===== config.mk =====
export PLATFORM = sky130hd
export DESIGN_NAME = or1200_serial_div
export DESIGN_NICKNAME = d
export VERILOG_FILES = /design/src/rtl/or1200_div_pkg.sv /design/src/rtl/or1200_div_step.sv /design/src/rtl/or1200_serial_div.sv
export SDC_FILE = /design/constraint.sdc
export NUM_CORES = 1
export LEC_CHECK = 0
export BUFFER_PORTS_ARGS = -buffer_cell sky130_fd_sc_hd__buf_2
export CAP_MARGIN = 20
export CORE_UTILIZATION = 60
export CTS_CLUSTER_DIAMETER = 150
export DETAILED_ROUTE_END_ITERATION = 12
export PLACE_DENSITY = 0.89
export SLEW_MARGIN = 10
export SYNTH_ARGS = -nofsm -noshare
export SYNTH_HDL_FRONTEND = slang
export SYNTH_SLANG_ARGS = --single-unit
export TNS_END_PERCENT = 100

===== constraint.sdc =====
create_clock -name clk -period 4.15 [get_ports clk]
set_input_delay 0.6225 -clock clk [delete_from_list [all_inputs] [get_ports clk]]
set_output_delay 0.6225 -clock clk [all_outputs]
set_load 0.01 [all_outputs]

===== src/rtl/or1200_div_pkg.sv =====
// Shared state type, constants and helpers for the OR1200 serial divider.
package or1200_div_pkg;

   typedef enum logic [1:0] {IDLE, RUN, FIXUP, DONE} div_state_t;

   // Helpers work at the widest supported operand size; callers truncate to their width.
   localparam int DIV_MAX_W = 64;

   localparam logic [DIV_MAX_W-1:0] DIV_DZ_QUOTIENT = '1;

   function automatic logic [DIV_MAX_W-1:0] abs_val(input logic [DIV_MAX_W-1:0] value,
                                                    input logic                 is_signed);
      return (is_signed && value[DIV_MAX_W-1]) ? -value : value;
   endfunction

endpackage


===== src/rtl/or1200_div_step.sv =====
// One restoring-division iteration: shift in the next dividend bit, trial subtract, keep or restore.
module or1200_div_step
   import or1200_div_pkg::*;
#(
   parameter int width = 32
)(
   input  logic [width-1:0] rem,
   input  logic             dvd_msb,
   input  logic [width-1:0] dvs,
   output logic [width-1:0] rem_next,
   output logic             q_bit
);

   logic [width:0] partial;
   logic [width:0] diff;

   // The remainder is always below the divisor, so a set top bit of diff means "negative".
   always_comb begin
      partial  = {rem, dvd_msb};
      diff     = partial - {1'b0, dvs};
      q_bit    = ~diff[width];
      rem_next = q_bit ? diff[width-1:0] : partial[width-1:0];
   end

endmodule


===== src/rtl/or1200_serial_div.sv =====
// Iterative radix-2 restoring divider for l.div / l.divu in the EX stage.
// Define OR1200_DIV_FAST_DZ_EN to complete divide-by-zero in one cycle.
module or1200_serial_div
   import or1200_div_pkg::*;
#(
   parameter int width = 32,
   parameter int CNT_W = 5
)(
   input  logic             clk,
   input  logic             rst,
   input  logic             ex_freeze,
   input  logic             start,
   input  logic             is_signed,
   input  logic             abort,
   input  logic [width-1:0] operand_a,
   input  logic [width-1:0] operand_b,
   output logic             div_stall,
   output logic [width-1:0] result,
   output logic             result_valid,
   output logic             ov_flag
);

   localparam int EXT = DIV_MAX_W - width;

   div_state_t       state, state_next;
   logic [CNT_W-1:0] cnt;
   logic [width-1:0] rem, dvd, dvs, quo;
   logic             neg_q, dz;
   logic             accept, b_zero;
   logic [width-1:0] abs_a, abs_b;
   logic [width-1:0] rem_next;
   logic             q_bit;

   assign b_zero = (operand_b == '0);
   assign abs_a  = width'(abs_val({{EXT{is_signed & operand_a[width-1]}}, operand_a}, is_signed));
   assign abs_b  = width'(abs_val({{EXT{is_signed & operand_b[width-1]}}, operand_b}, is_signed));

   or1200_div_step #(.width(width)) u_step (
      .rem      (rem),
      .dvd_msb  (dvd[width-1]),
      .dvs      (dvs),
      .rem_next (rem_next),
      .q_bit    (q_bit)
   );

   always_ff @(posedge clk) begin
      if (rst) state <= IDLE;
      else     state <= state_next;
   end

   always_comb begin
      state_next   = state;
      accept       = (state == IDLE) && start && !ex_freeze && !abort;
      div_stall    = 1'b0;
      result_valid = 1'b0;
      case (state)
         IDLE: begin
            div_stall = accept;
            if (accept) begin
`ifdef OR1200_DIV_FAST_DZ_EN
               state_next = b_zero ? DONE : RUN;
`else
               state_next = RUN;
`endif
            end
         end
         RUN: begin
            div_stall = 1'b1;
            if (cnt == '0) state_next = FIXUP;
         end
         FIXUP: begin
            div_stall  = 1'b1;
            state_next = DONE;
         end
         DONE: begin
            result_valid = 1'b1;
            if (!ex_freeze) state_next = IDLE;
         end
         default: state_next = IDLE;
      endcase
      // A flush wins over everything, including a same-cycle start.
      if (abort) state_next = IDLE;
   end

   always_ff @(posedge clk) begin
      if (rst) begin
         cnt     <= '0;
         rem     <= '0;
         dvd     <= '0;
         dvs     <= '0;
         quo     <= '0;
         neg_q   <= 1'b0;
         dz      <= 1'b0;
         result  <= '0;
         ov_flag <= 1'b0;
      end else begin
         case (state)
            IDLE: begin
               if (accept) begin
                  rem     <= '0;
                  dvd     <= abs_a;
                  dvs     <= abs_b;
                  quo     <= '0;
                  neg_q   <= is_signed & (operand_a[width-1] ^ operand_b[width-1]);
                  dz      <= b_zero;
                  cnt     <= CNT_W'(width - 1);
                  ov_flag <= 1'b0;
`ifdef OR1200_DIV_FAST_DZ_EN
                  if (b_zero) begin
                     result  <= width'(DIV_DZ_QUOTIENT);
                     ov_flag <= 1'b1;
                  end
`endif
               end
            end
            RUN: begin
               if (!abort) begin
                  rem <= rem_next;
                  dvd <= {dvd[width-2:0], 1'b0};
                  quo <= {quo[width-2:0], q_bit};
                  cnt <= cnt - CNT_W'(1);
               end
            end
            FIXUP: begin
               // An aborted operation must leave the previous result visible.
               if (!abort) begin
                  if (dz)         result <= width'(DIV_DZ_QUOTIENT);
                  else if (neg_q) result <= -quo;
                  else            result <= quo;
                  ov_flag <= dz;
               end
            end
            default: ;
         endcase
      end
   end

endmodule


==> reports/results.tsv <==
metric	value	unit
cp.depth	14	
worst_r2r_endpoint	rem[28]	
powerDensity	340.2	mW/mm^2
die_w	132.6	um
pwr-share-seq	43.2	%
antenna_found_initial	1	
end_kind	flip-flop	
reg2reg_from	dvd[31]	
maxCapViolations	0	
clock_skew	10.58	ps
place_inst	1590	
placed_cell_area	0.01085	mm^2
cp_slowest_cell	fa_1	
drive_gt1_share	12.55	%
fmax	0.2816	GHz
path_clk_slew	70	ps
async_reset_ff_share	0	%
initial_utilization	61.51	%
clockPowerShare	41.6	%
power_frac_comb	15.1	%
globalplace.congestion	0.9442	
synth_warnings	0	
status	completed	
grt_max_degree	80	
critPathTopFamily	compound AO/OA/AOI/OAI gates	
core-area	0.01664	mm^2
fill_cells	1292	
fin_util	68.89	%
synth.distinct_cells	70	
drc	0	
grt_pass1_vias	9151	
ctsHoldBuffers	0	
cts_buffer_depth	2	
hp-class	flip-flop to flip-flop	
clock_latency	450	ps
max_stage_delay	420	ps
peakVddDrop	314.1	uV
dr.pass1.iters	7	
rrSetupSlack	600	ps
p_sw	1.080	mW
num_rows	47	
ys_ff_latch	170	
dp_hpwl	17410	um
ant_nets	0	
power	3.900	mW
globalRouteOverflowTotal	0	
slew_viol_final	0	
post-place-ws	698.7	ps
io_pins	105	
fin_cells	1623	
synth.avg_cell_area	7.674	um^2
rsz0062_at_grt	false	
grt_use_total	29.43	%
htreeDepth	4	
vias_per_cell	6.041	
portBuffers	104	
fin_nets	1503	
max_slew_margin	44.94	%
finalCritPeriodShare	85.58	%
chipHeight	132.6	um
cts_num_sinks	170	
yosysSeqAreaShare	33.24	%
synth_edf_count	0	
min_period	3552	ps
post_cts_resized	0	
worstPathRequired	4450	ps
syn-num-nets	1447	
area_growth_syn_to_layout	11.99	%
r2r_cells	14	
wire_per_inst	15.81	um
crit_chain	inv_1, ha_1, inv_1, fa_1, a211oi_1, o211ai_1, nand4bb_1, a21oi_1, o21ai_0, a31oi_1, xnor2_4, buf_4, mux2i_1, o21ai_0	
endpoint	rem[28]	
leakagePower	4.533	nW
critPathKind	flip-flop to flip-flop	
grt_pass1_wl	42630	um
drtIter0Drc	834	
die_area	0.01759	mm^2
setup_violations	0	
cts_inserted_buffers	17	
swShare	27.68	%
finalSetupTns	0	ps
multi_input_area	0.006344	mm^2
critPathBufInv	3	
max_slew.worst_pin.slew	826.0	ps
arrival	3850	ps
netlist_area	0.01024	mm^2
synth_cells	1334	
vias	9805	
finalHoldViolations	0	
seq_area	0.003403	mm^2
wirelength	25660	um
crit_fanout	20	
start_kind	flip-flop	
synth_ff_type	dfxtp_1	
fin_area	0.01146	mm^2
cts_tree	yes	
setup_ws	598.3	ps
clockRootBuffer	clkbuf_16	
startpoint	dvd[31]	
p_int	2.821	mW
post-cts-setup-buffers	0	
worst_hold_slack	453.2	ps
## layer usage
| layer | wire [um] | vias up | share of wire, % | track usage [%] |
|---|---|---|---|---|
| li1 | - | 4811 | - | - |
| met1 | 11300 | 4591 | 44 | 37.22 |
| met2 | 12250 | 346 | 48 | 48.98 |
| met3 | 1309 | 57 | 5.1 | 4.789 |
| met4 | 802 | 0 | 3.1 | 13.86 |
| met5 | 0 | - | 0 | 0 |
## flip-flops by register name, indices dropped and copies added, names as in the netlist
| signal | flops |
|---|---|
| cnt | 5 |
| state | 2 |
| result | 32 |
| neg_q | 1 |
| dvd | 32 |
| quo | 32 |
| ov_flag | 1 |
| rem | 32 |
| dvs | 32 |
| dz | 1 |
## cells by family after synthesis
family | count (synthesis) | share of synthesized area [%]
simple gates | 482 | 21.93
xor+xnor | 115 | 9.912
buf+inv | 138 | 5.133
compound gates | 357 | 21.61
fa+ha+maj | 43 | 5.329
flops | 170 | 33.24
mux | 29 | 2.848
## how the worst min path moves through the flow
| stage | start | end | cells past startpoint |
|---|---|---|---|
| 6_report | dvd[28] | dvd[28] | 2 |
| 5_1_grt | dvd[15] | dvd[15] | 2 |
| 4_1_cts | dvd[28] | dvd[28] | 2 |
| 3_5_place_dp | dvd[28] | dvd[28] | 2 |
| 3_3_place_gp | dvd[24] | dvd[24] | 2 |
| 2_1_floorplan | dvd[24] | dvd[24] | 2 |
## area by class of cell
type | count | area share, %
flip-flops and latches | 170 | 29.68
diodes | 1 | 0.02183
well taps | 220 | 2.401
clock buffers | 19 | 3.951
repair buffers | 117 | 5.479
inverters | 58 | 1.899
clock inverters | 12 | 1.233
multi-input cells | 1026 | 55.33
## layout by cell type, fill, tap and decap left out, drive strengths merged, types with 3 or more instances in the layout
cell      synthesis  layout
ha               42      42
o21a              5       5
xnor2            51      51
or2               4       4
a311oi            7       7
nand3b            5       5
a211oi           58      58
or4               7       7
inv              58      60
a31oi            26      26
clkinv            0       4
and3              5       5
buf              11     117
clkinvlp          0       4
a21oi           110     110
o41ai             9       9
o21bai            5       5
o31ai            15      15
a32oi             5       5
nand3            66      66
nand2b           14      14
nand2           188     188
nor4             10      10
and2              3       3
or3              13      13
clkbuf           69      19
nor2b            10      10
nor2            118     118
a21o              5       5
xor2             64      64
mux2i            28      28
dfxtp           170     170
nor3             28      28
o21ai            90      90
o211ai            5       5
## synthesized netlist by cell type, types with 5 or more instances
cell type  count  area share [%]
nand2_1      187             6.9
dfxtp_1      170              33
nor2_1       118             4.3
a21oi_1      110             5.4
o21ai_0       85             4.2
clkbuf_1      68             2.5
nand3_1       66             3.2
xor2_1        64             5.5
inv_1         58             2.1
a211oi_1      57             4.2
xnor2_1       50             4.3
ha_1          42             5.1
mux2i_1       28             2.7
a31oi_1       26             1.6
nor3_1        26             1.3
o31ai_1       15             1.1
nand2b_1      13            0.79
or3_1         11            0.67
nor2b_1       10            0.61
nor4_1         9            0.55
a311oi_1       7            0.60
o41ai_1        7            0.60
buf_1          6            0.22
a21o_1         5            0.37
a32oi_1        5            0.43
and3_1         5            0.31
buf_2          5            0.24
nand3b_1       5            0.37
o211ai_1       5            0.37
o21a_1         5            0.37
o21ai_1        5            0.24
o21bai_1       5            0.37
## power by group through the flow
stage	sequential, mW	combinational (mW)	clock (mW)
after floorplan	1.72	0.421	0
after global placement	1.72	0.556	0
after detailed placement	1.72	0.571	0
after CTS	1.69	0.579	1.63
after global routing	1.69	0.647	1.70
final	1.69	0.590	1.62
## worst reg2reg max path, delay by kind of cell, from the launching register on
family	cells	cell delay, ps
AO/OA/AOI/OAI	6	1070
adder cells (fa/ha/maj)	2	610
buffers and inverters	3	530
XOR/XNOR	1	430
flip-flops	1	320
multiplexers	1	280
AND/OR/NAND/NOR	1	190
Power figures use the tool's default switching activity.
